### src/rtl/morse_key_capture.sv
// Morse key capture: samples a debounced key, classifies presses as dot/dash
// and gaps as element/letter/word gaps, encodes symbols as five 2-bit
// elements (MSB first) and packs 16 symbols into a 160-bit frame.
//
// Handshake: a frame is offered with seq_valid=1; sequences and frame_len
// hold stable until the cycle where seq_valid & seq_ready are both 1, which
// is the single transfer point. A closed frame waiting for the output port is
// "pending"; symbols committed while a frame is pending are dropped.
module morse_key_capture #(
  parameter int UNIT_CYCLES  = 16,
  parameter int DASH_UNITS   = 2,
  parameter int LETTER_UNITS = 3,
  parameter int WORD_UNITS   = 7
) (
  input  logic         clk,
  input  logic         rst_n,
  input  logic         key_in,
  input  logic         flush,
  input  logic         seq_ready,
  output logic [159:0] sequences,
  output logic         seq_valid,
  output logic [4:0]   frame_len,
  output logic         sym_valid,
  output logic [9:0]   sym_code,
  output logic         sym_drop,
  output logic [1:0]   dbg_state
);

  localparam int DASH_LIM   = DASH_UNITS * UNIT_CYCLES;
  localparam int LETTER_LIM = LETTER_UNITS * UNIT_CYCLES;
  localparam int WORD_LIM   = WORD_UNITS * UNIT_CYCLES;
  localparam int CW         = $clog2(WORD_LIM + 1);

  localparam logic [9:0] SPACE_CODE = 10'h2FF;
  localparam logic [9:0] EMPTY_CODE = 10'h3FF;

  typedef enum logic [1:0] {
    S_IDLE  = 2'd0,
    S_PRESS = 2'd1,
    S_GAP   = 2'd2,
    S_WGAP  = 2'd3
  } state_t;

  state_t          state, state_nx;
  logic [CW-1:0]   cnt, cnt_nx, cnt_inc;
  logic            ks_meta, ks;

  logic            append, append_dash, commit_sym, commit_space, commit;
  logic [9:0]      commit_code;

  logic [9:0]      sym_work;
  logic [2:0]      elem_cnt;
  logic            ovf;
  logic            need_space;

  logic [159:0]    work;
  logic [4:0]      idx;
  logic            pend;
  logic            out_free, write, close_frame;

  assign dbg_state = state;

  // Two-flop synchronizer for the asynchronous key level.
  always_ff @(posedge clk or negedge rst_n) begin
    if (!rst_n) begin
      ks_meta <= 1'b0;
      ks      <= 1'b0;
    end else begin
      ks_meta <= key_in;
      ks      <= ks_meta;
    end
  end

  // FSM state and timing counter register.
  always_ff @(posedge clk or negedge rst_n) begin
    if (!rst_n) begin
      state <= S_IDLE;
      cnt   <= '0;
    end else begin
      state <= state_nx;
      cnt   <= cnt_nx;
    end
  end

  assign cnt_inc = (cnt == '1) ? cnt : cnt + CW'(1);

  // Next-state logic: classify press length and gap length.
  always_comb begin
    state_nx     = state;
    cnt_nx       = cnt;
    append       = 1'b0;
    append_dash  = 1'b0;
    commit_sym   = 1'b0;
    commit_space = 1'b0;
    case (state)
      S_IDLE: begin
        if (ks) begin
          state_nx = S_PRESS;
          cnt_nx   = CW'(1);
        end
      end
      S_PRESS: begin
        if (ks) begin
          cnt_nx = cnt_inc;
        end else begin
          append      = 1'b1;
          append_dash = (int'(cnt) >= DASH_LIM);
          state_nx    = S_GAP;
          cnt_nx      = CW'(1);
        end
      end
      S_GAP: begin
        if (ks) begin
          state_nx = S_PRESS;
          cnt_nx   = CW'(1);
        end else begin
          cnt_nx = cnt_inc;
          if (int'(cnt_inc) == LETTER_LIM) begin
            commit_sym = 1'b1;
            state_nx   = S_WGAP;
          end
        end
      end
      S_WGAP: begin
        if (ks) begin
          state_nx = S_PRESS;
          cnt_nx   = CW'(1);
        end else begin
          cnt_nx = cnt_inc;
          if (int'(cnt_inc) == WORD_LIM) begin
            commit_space = need_space;
            state_nx     = S_IDLE;
          end
        end
      end
      default: begin
        state_nx = S_IDLE;
        cnt_nx   = '0;
      end
    endcase
  end

  // Commit selection and frame-control decode.
  always_comb begin
    commit      = commit_sym | commit_space;
    commit_code = commit_space ? SPACE_CODE : (ovf ? EMPTY_CODE : sym_work);
    out_free    = !seq_valid || seq_ready;
    write       = commit && !pend;
    close_frame = !pend && ((write && (idx == 5'd15)) ||
                            (flush && (write || (idx != 5'd0))));
  end

  // Symbol assembly: elements fill from the MSB pair; a sixth sets overflow.
  always_ff @(posedge clk or negedge rst_n) begin
    if (!rst_n) begin
      sym_work <= EMPTY_CODE;
      elem_cnt <= '0;
      ovf      <= 1'b0;
    end else if (commit_sym) begin
      sym_work <= EMPTY_CODE;
      elem_cnt <= '0;
      ovf      <= 1'b0;
    end else if (append) begin
      if (elem_cnt == 3'd5) begin
        ovf <= 1'b1;
      end else begin
        for (int i = 0; i < 5; i++) begin
          if (elem_cnt == 3'(i)) sym_work[9-2*i -: 2] <= {1'b0, append_dash};
        end
        elem_cnt <= elem_cnt + 3'd1;
      end
    end
  end

  // Word-space gating: a space follows only a real symbol in this frame.
  always_ff @(posedge clk or negedge rst_n) begin
    if (!rst_n) begin
      need_space <= 1'b0;
    end else if (close_frame || commit_space) begin
      need_space <= 1'b0;
    end else if (write && commit_sym) begin
      need_space <= 1'b1;
    end
  end

  // Per-symbol status pulses; sym_code holds the last committed code.
  always_ff @(posedge clk or negedge rst_n) begin
    if (!rst_n) begin
      sym_valid <= 1'b0;
      sym_drop  <= 1'b0;
      sym_code  <= EMPTY_CODE;
    end else begin
      sym_valid <= commit;
      sym_drop  <= commit && pend;
      if (commit) sym_code <= commit_code;
    end
  end

  // Working buffer, pending flag and output frame registers.
  always_ff @(posedge clk or negedge rst_n) begin
    if (!rst_n) begin
      work      <= '1;
      idx       <= '0;
      pend      <= 1'b0;
      sequences <= '1;
      frame_len <= '0;
      seq_valid <= 1'b0;
    end else if (pend && out_free) begin
      sequences <= work;
      frame_len <= idx;
      seq_valid <= 1'b1;
      work      <= '1;
      idx       <= '0;
      pend      <= 1'b0;
    end else begin
      if (seq_valid && seq_ready) seq_valid <= 1'b0;
      if (write) begin
        for (int i = 0; i < 16; i++) begin
          if (idx == 5'(i)) work[159-10*i -: 10] <= commit_code;
        end
        idx <= idx + 5'd1;
      end
      if (close_frame) pend <= 1'b1;
    end
  end

endmodule

### config.mk
export PLATFORM = sky130hd
export DESIGN_NAME = morse_key_capture
export DESIGN_NICKNAME = d
export VERILOG_FILES = /design/src/rtl/morse_key_capture.sv
export SDC_FILE = /design/constraint.sdc
export NUM_CORES = 1
export LEC_CHECK = 0
export ABC_AREA = 1
export CORE_AREA = 10 10 135 261
export CTS_BUF_LIST = sky130_fd_sc_hd__clkbuf_4 sky130_fd_sc_hd__clkbuf_8
export DETAILED_ROUTE_END_ITERATION = 16
export DIE_AREA = 0 0 145 271
export PLACE_DENSITY = 0.72
export SKIP_LAST_GASP = 1
export SLEW_MARGIN = 20
export SYNTH_ARGS = -nofsm -noshare
export SYNTH_HDL_FRONTEND = slang
export SYNTH_SLANG_ARGS = --single-unit
### constraint.sdc
create_clock -name clk -period 5.6 [get_ports clk]
set_input_delay 1.12 -clock clk [delete_from_list [all_inputs] [get_ports clk]]
set_output_delay 1.12 -clock clk [all_outputs]
set_load 0.02 [all_outputs]
==> flow_summary.yaml <==
timing:
  worst_pin_slew_ns: 0.945
  rsz0062_at_grt: "false"
  setup_viol: 0
  fin_setup_tns_ns: 0
  slew-limit-headroom_pct: 37.0
  skew_ns: 0.0173
  fin_crit_sh_pct: 72.6
  slew_viol_final: 0
  fmax_ghz: 0.246
  period_needed_ns: 4.07
  hold_violations: 0
place:
  portBuffers: 184
  globalplace.congestion: 0.844
  hpwl_um: 24400
global_routing:
  grt_usage_pct: 18.8
  grt_pass1_vias: 10681
  globalRoute.totalOverflow: 0
  grt_max_degree: 174
  grt_pass1_wl_um: 59400
  antenna_found_initial: 1
finish:
  final_common_cell: "nand2_1"
  area_growth_pct: 20.7
  nNetsFinal: 1561
  final_cell_mix: "405 x nand2_1, 340 x dfstp_2, 183 x clkdlybuf4s50_1"
  final_util_pct: 60.0
  drive_gt1_share_pct: 39.8
outcome:
  run_status: "completed"
route:
  vias: 10364
  viasPerCell: 5.19
  drtPass1Iterations: 5
  wl_um: 38000
  routedWlPerCell_um: 19.0
  drtIter0Drc: 718
  drcViolationCount: 0
  ant_nets: 0
clock_tree:
  clk_pin_slew_worst_paths_ns: 0.08
  post-cts-setup-buffer-count: 0
  hold_buffers: 0
  cts_tree: "done"
  cts_resized: 0
  htree_num_levels: 2
  cts_root_buf: "clkbuf_8"
  numCtsBuffers: 49
  clock_latency_ns: 0.59
  tritoncts_num_sinks: 370
  clockBufferDepth: 3
run:
  drv_cap: 0
worst_setup_path:
  critical_path.max_fanout: 37
  arrival_ns: 4.60
  r2r-end: "work[0]"
  critPathRequiredTime_ns: 6.13
  crit_start: "cnt[0]"
  endpoint: "work[0]"
  r2r_cells: 14
  ff2ff_setup_slack_ns: 1.53
  path_class: "flip-flop to flip-flop"
  r2r-start: "cnt[0]"
  end_kind: "flip-flop"
  start_kind: "flip-flop"
pwr:
  p_comb_share_pct: 37.3
  ir_worst_vdd_uv: 418
  power_mw: 12.0
  internal-power_mw: 7.80
  sw_frac_of_total_pct: 35.1
  p_sw_mw: 4.21
  pwr-share-clk_pct: 18.3
  seqPwrFrac_pct: 44.4
  power_density_nw_per_um2: 649
  p_leak_nw: 8.20
die:
  initial_core_util_pct: 49.7
  die_w_um: 145
  core_um2: 30900
  die_area_um2: 39300
  die_h_um: 271
  fp-row-count: 91
  ios: 185
yosys:
  synth_cell_types: 33
  syn_avg_cell_area_um2: 11.1
  synthTopCellsByArea: "dfstp_2 58%, mux2_2 12%, nand2_1 9.9%"
  ys_seq_elements: 370
  synth_top_area_cell: "dfstp_2"
  synthCells: 1376
  ys_warn_count: 0
  yosysSeqAreaShare_pct: 63.2
  synth_top_area_share_pct: 58.3
  synth_area_um2: 15300
  syn-num-nets: 1393
worst_hold_path:
  holdCritPathClass: "flip-flop to flip-flop"
synth_stat cells (all sizes together):
library cell and n:
nand2 429, dfstp 340, nand3 188, mux2 160
nor2 52, buf 40, inv 40, clkbuf 31
dfrtp 30, o21ai 21, a21oi 16, ha 12
nand4 4, o22ai 3, a22oi 2, xnor2 2
a21boi 1, a32o 1, nand3b 1, nor3 1
nor4 1, xor2 1
flip-flops by register name, indices dropped and copies added (netlist names):
name / count
sequences: 160
frame_len: 5
elem_cnt: 3
sym_valid: 1
seq_valid: 1
ovf: 1
ks: 1
work: 160
ks_meta: 1
pend: 1
sym_work: 10
sym_drop: 1
sym_code: 10
need_space: 1
cnt: 7
idx: 5
dbg_state: 2
worst max-delay path: stages (launching register included):
cell and delay [ns]:
dfrtp_1 0.44, ha_1 0.29, nand3_2 0.11, inv_2 0.05
nand2_2 0.12, nand2_1 0.06, nand2_1 0.09, nand2_1 0.07
nor2_2 0.15, nand3_1 0.59, nand2_4 0.65, nand3_1 0.60
nand2_1 0.56, nand2_1 0.12, nand2_1 0.08
power groups by stage:
| stage | combinational (mW) | clock (mW) | sequential, mW |
|---|---|---|---|
| final | 4.48 | 2.20 | 5.33 |
| after CTS | 4.55 | 2.26 | 5.35 |
| after global routing | 4.85 | 2.36 | 5.48 |
| after detailed placement | 4.53 | 0 | 5.38 |
| after floorplan | 2.00 | 0 | 5.86 |
| after global placement | 4.42 | 0 | 5.35 |
metal layers:
metal	share of wire [%]	wire, um	track usage, %
met5	0	0	0
met4	3.9	1470	8.32
met3	5.2	1960	4.33
met2	53	20000	33.6
met1	38	14500	20.7
kinds of logic after synthesis:
| family | count (synthesis) | synth area share, % |
|---|---|---|
| DFF | 370 | 63.2 |
| AOI/OAI and AO/OA | 44 | 1.54 |
| buffers and inverters | 111 | 3.39 |
| adders and majority gates | 12 | 0.979 |
| and+or+nand+nor | 676 | 19.0 |
| muxes | 160 | 11.8 |
| xor gates and xnor gates | 3 | 0.171 |
layout make-up:
| class | instances | area (um2) |
|---|---|---|
| fill | 2520 | 12300 |
| sequential | 370 | 9680 |
| multi-input combinational | 895 | 5130 |
| timing repair buffer | 188 | 1930 |
| clock buffer | 80 | 1010 |
| tap | 418 | 523 |
| inverter | 40 | 150 |
| clock inverter | 6 | 82.6 |
| antenna | 1 | 2.50 |
stage by stage:
step / hold slack, ns / instances / area [um2] / worst slack [ns]
2_1_floorplan: 0.331 / 1376 / 15300 / 3.12
3_3_place_gp: 0.337 / 1911 / 17400 / 1.89
3_5_place_dp: 0.341 / 1911 / 17400 / 1.69
4_1_cts: 0.357 / 1997 / 18500 / 1.67
5_1_grt: 0.358 / 1998 / 18500 / 1.24
6_report: 0.351 / 1998 / 18500 / 1.53
how the worst min path moves through the flow:
| stage | startpoint | to | slack (ns) | cells after the start |
|---|---|---|---|---|
| global placement | ks_meta | ks | 0.34 | 0 |
| floorplan | ks_meta | ks | 0.33 | 0 |
| CTS | ks_meta | ks | 0.36 | 0 |
| detailed placement | ks_meta | ks | 0.34 | 0 |
| global route | ks_meta | ks | 0.36 | 0 |
| finish | ks_meta | ks | 0.35 | 0 |
(Power assumes the default switching activity.)
==> patch (same flow settings) <==
Compare `idx` against `5'd15` with >= in place of ==.
--- a/src/rtl/morse_key_capture.sv
+++ b/src/rtl/morse_key_capture.sv
@@ -148,3 +148,3 @@
     write       = commit && !pend;
-    close_frame = !pend && ((write && (idx == 5'd15)) ||
+    close_frame = !pend && ((write && (idx >= 5'd15)) ||
                             (flush && (write || (idx != 5'd0))));
Check against the original RTL: same outputs for any inputs over 10 cycles, from zero or initial values and one cycle with rst_n low; that may be too few to reach the edited logic, so the function may still have changed.
==> patch against the unedited design <==
  * Largest power group unchanged
  * Sequential share of layout area down 0.78 points
  * Routed wire length up 5.1%
  * Synthesized area grew 1.9%
  * Worst setup slack gained 0.82 ns
  * Cell area grew 1.5%
  * Cell count rose by 16%
  * Worst hold slack improved by 0.0054 ns
  * First-iteration DRC count up 15%
  * Sequential cell count did not move
  * Power decreased by 2.2%
==> patch: results (changes against the unedited design) <==
synth top area cells: dfstp_2, nand2_1, nand3_1
DR vias: 11840 (+14%)
min cycle time layout: 3.248 ns (-0.8178 ns)
Area after DPL: 17620 µm² (+1.1%)
M1 GR Usage: 0.2293 (+0.02272)
crit path max fanout: 31 (-16%)
routability cong.: 0.7984 (-5.3%)
met1 WL: 15600 µm (+7.5%)
final wirelength: 39930 µm (+5.1%)
Placed Instances: 2228 (+17%)
met2 Use GR: 0.3532 (+0.01747)
outcome: complete, no violations
cts bufs inserted: 50 (+2.0%)
reg2reg end: work[23]
Yosys cell types: 35 (+6.1%)
hold slack: 0.3560 ns (+0.005450 ns)
Critical Path AT: 3.78 ns (-0.82 ns)
clock network area share: 0.06227 (+0.003388)
syn_area_per_cell: 9.164 µm² (-18%)
Worst-path clk slew: 0.06 ns (-0.02 ns)
GRT Total Usage: 0.1989 (+0.01125)
maximum VDD drop: 0.3771 mV (-9.8%)
largest net degree at the start of global routing: 194 (+11%)
share of cells above drive strength 1: 0.2739 (-0.1244)
bufs w/o clock: 196 (+4.3%)
DR WL met3: 2046 µm (+4.4%)
non-clock buffer area fraction after layout: 0.1051 (+0.0009844)
post-synthesis sequential area ratio: 0.6202 (-0.01159)
met2 wire len: 21020 µm (+4.9%)
multi-input gate share of the layout cell area: 0.2817 (+0.004407)
actual slew at the worst max-slew pin: 0.9645 ns (+0.01977 ns)
# clk buffers: 86 (+7.5%)
routed len/inst: 17.21 µm (-9.5%)
Iter 0 DRT Violations: 829 (+15%)
FF+latch count: 370 (unchanged)
LEAKAGE: 8.802 nW (+7.3%)
multi-input gate count: 1207 (+35%)
HPWL after detailed placement: 25890 µm (+5.9%)
Crit path largest cell delay: 0.58 ns (-0.07 ns)
first-pass GRT wire length: 64250 µm (+8.2%)
Final Util: 0.6089 (+0.009043)
CP endpoint: work[23]
GRT met3 Usage: 0.03779 (-0.005517)
Filler Cells Inserted: 2646 (+5.0%)
multi-input logic area: 5293 µm² (+3.1%)
Signal inverters: 37 (-7.5%)
syn nets: 1721 (+24%)
Layout Skew: 0.01623 ns (-0.001043 ns)
Post-synth top cells: nand2_1, dfstp_2, nand3_1
## patch: logic make-up (layout without fill, tap and decap cells)
| family | count (synthesis) | in the layout | synth area share |
|---|---|---|---|
| fa+ha+maj | 12 | 12 | 0.009615 |
| xor+xnor | 2 | 2 | 0.001122 |
| other cells | 0 | 1 | 0 |
| compound gates | 44 | 44 | 0.01530 |
| mux | 2 | 2 | 0.001282 |
| simple gates | 1147 | 1147 | 0.3111 |
| buf+inv | 127 | 325 | 0.04135 |
| flops | 370 | 370 | 0.6202 |
## patch: worst max-delay path, delay by kind of cell (launching register included)
family,cells,cell delay [ns]
adder cells (fa/ha/maj),1,0.28
buffers and inverters,1,0.06
flip-flops,1,0.43
AND/OR/NAND/NOR,12,2.39
## patch: power breakdown
| group | switching [W] | internal, W | leakage (nW) |
|---|---|---|---|
| Clock | 0.000989 | 0.00133 | 0.617 |
| Sequential | 0.000732 | 0.00463 | 3.95 |
| Combinational | 0.00244 | 0.00164 | 4.23 |
| Total | 0.00416 | 0.00759 | 8.80 |
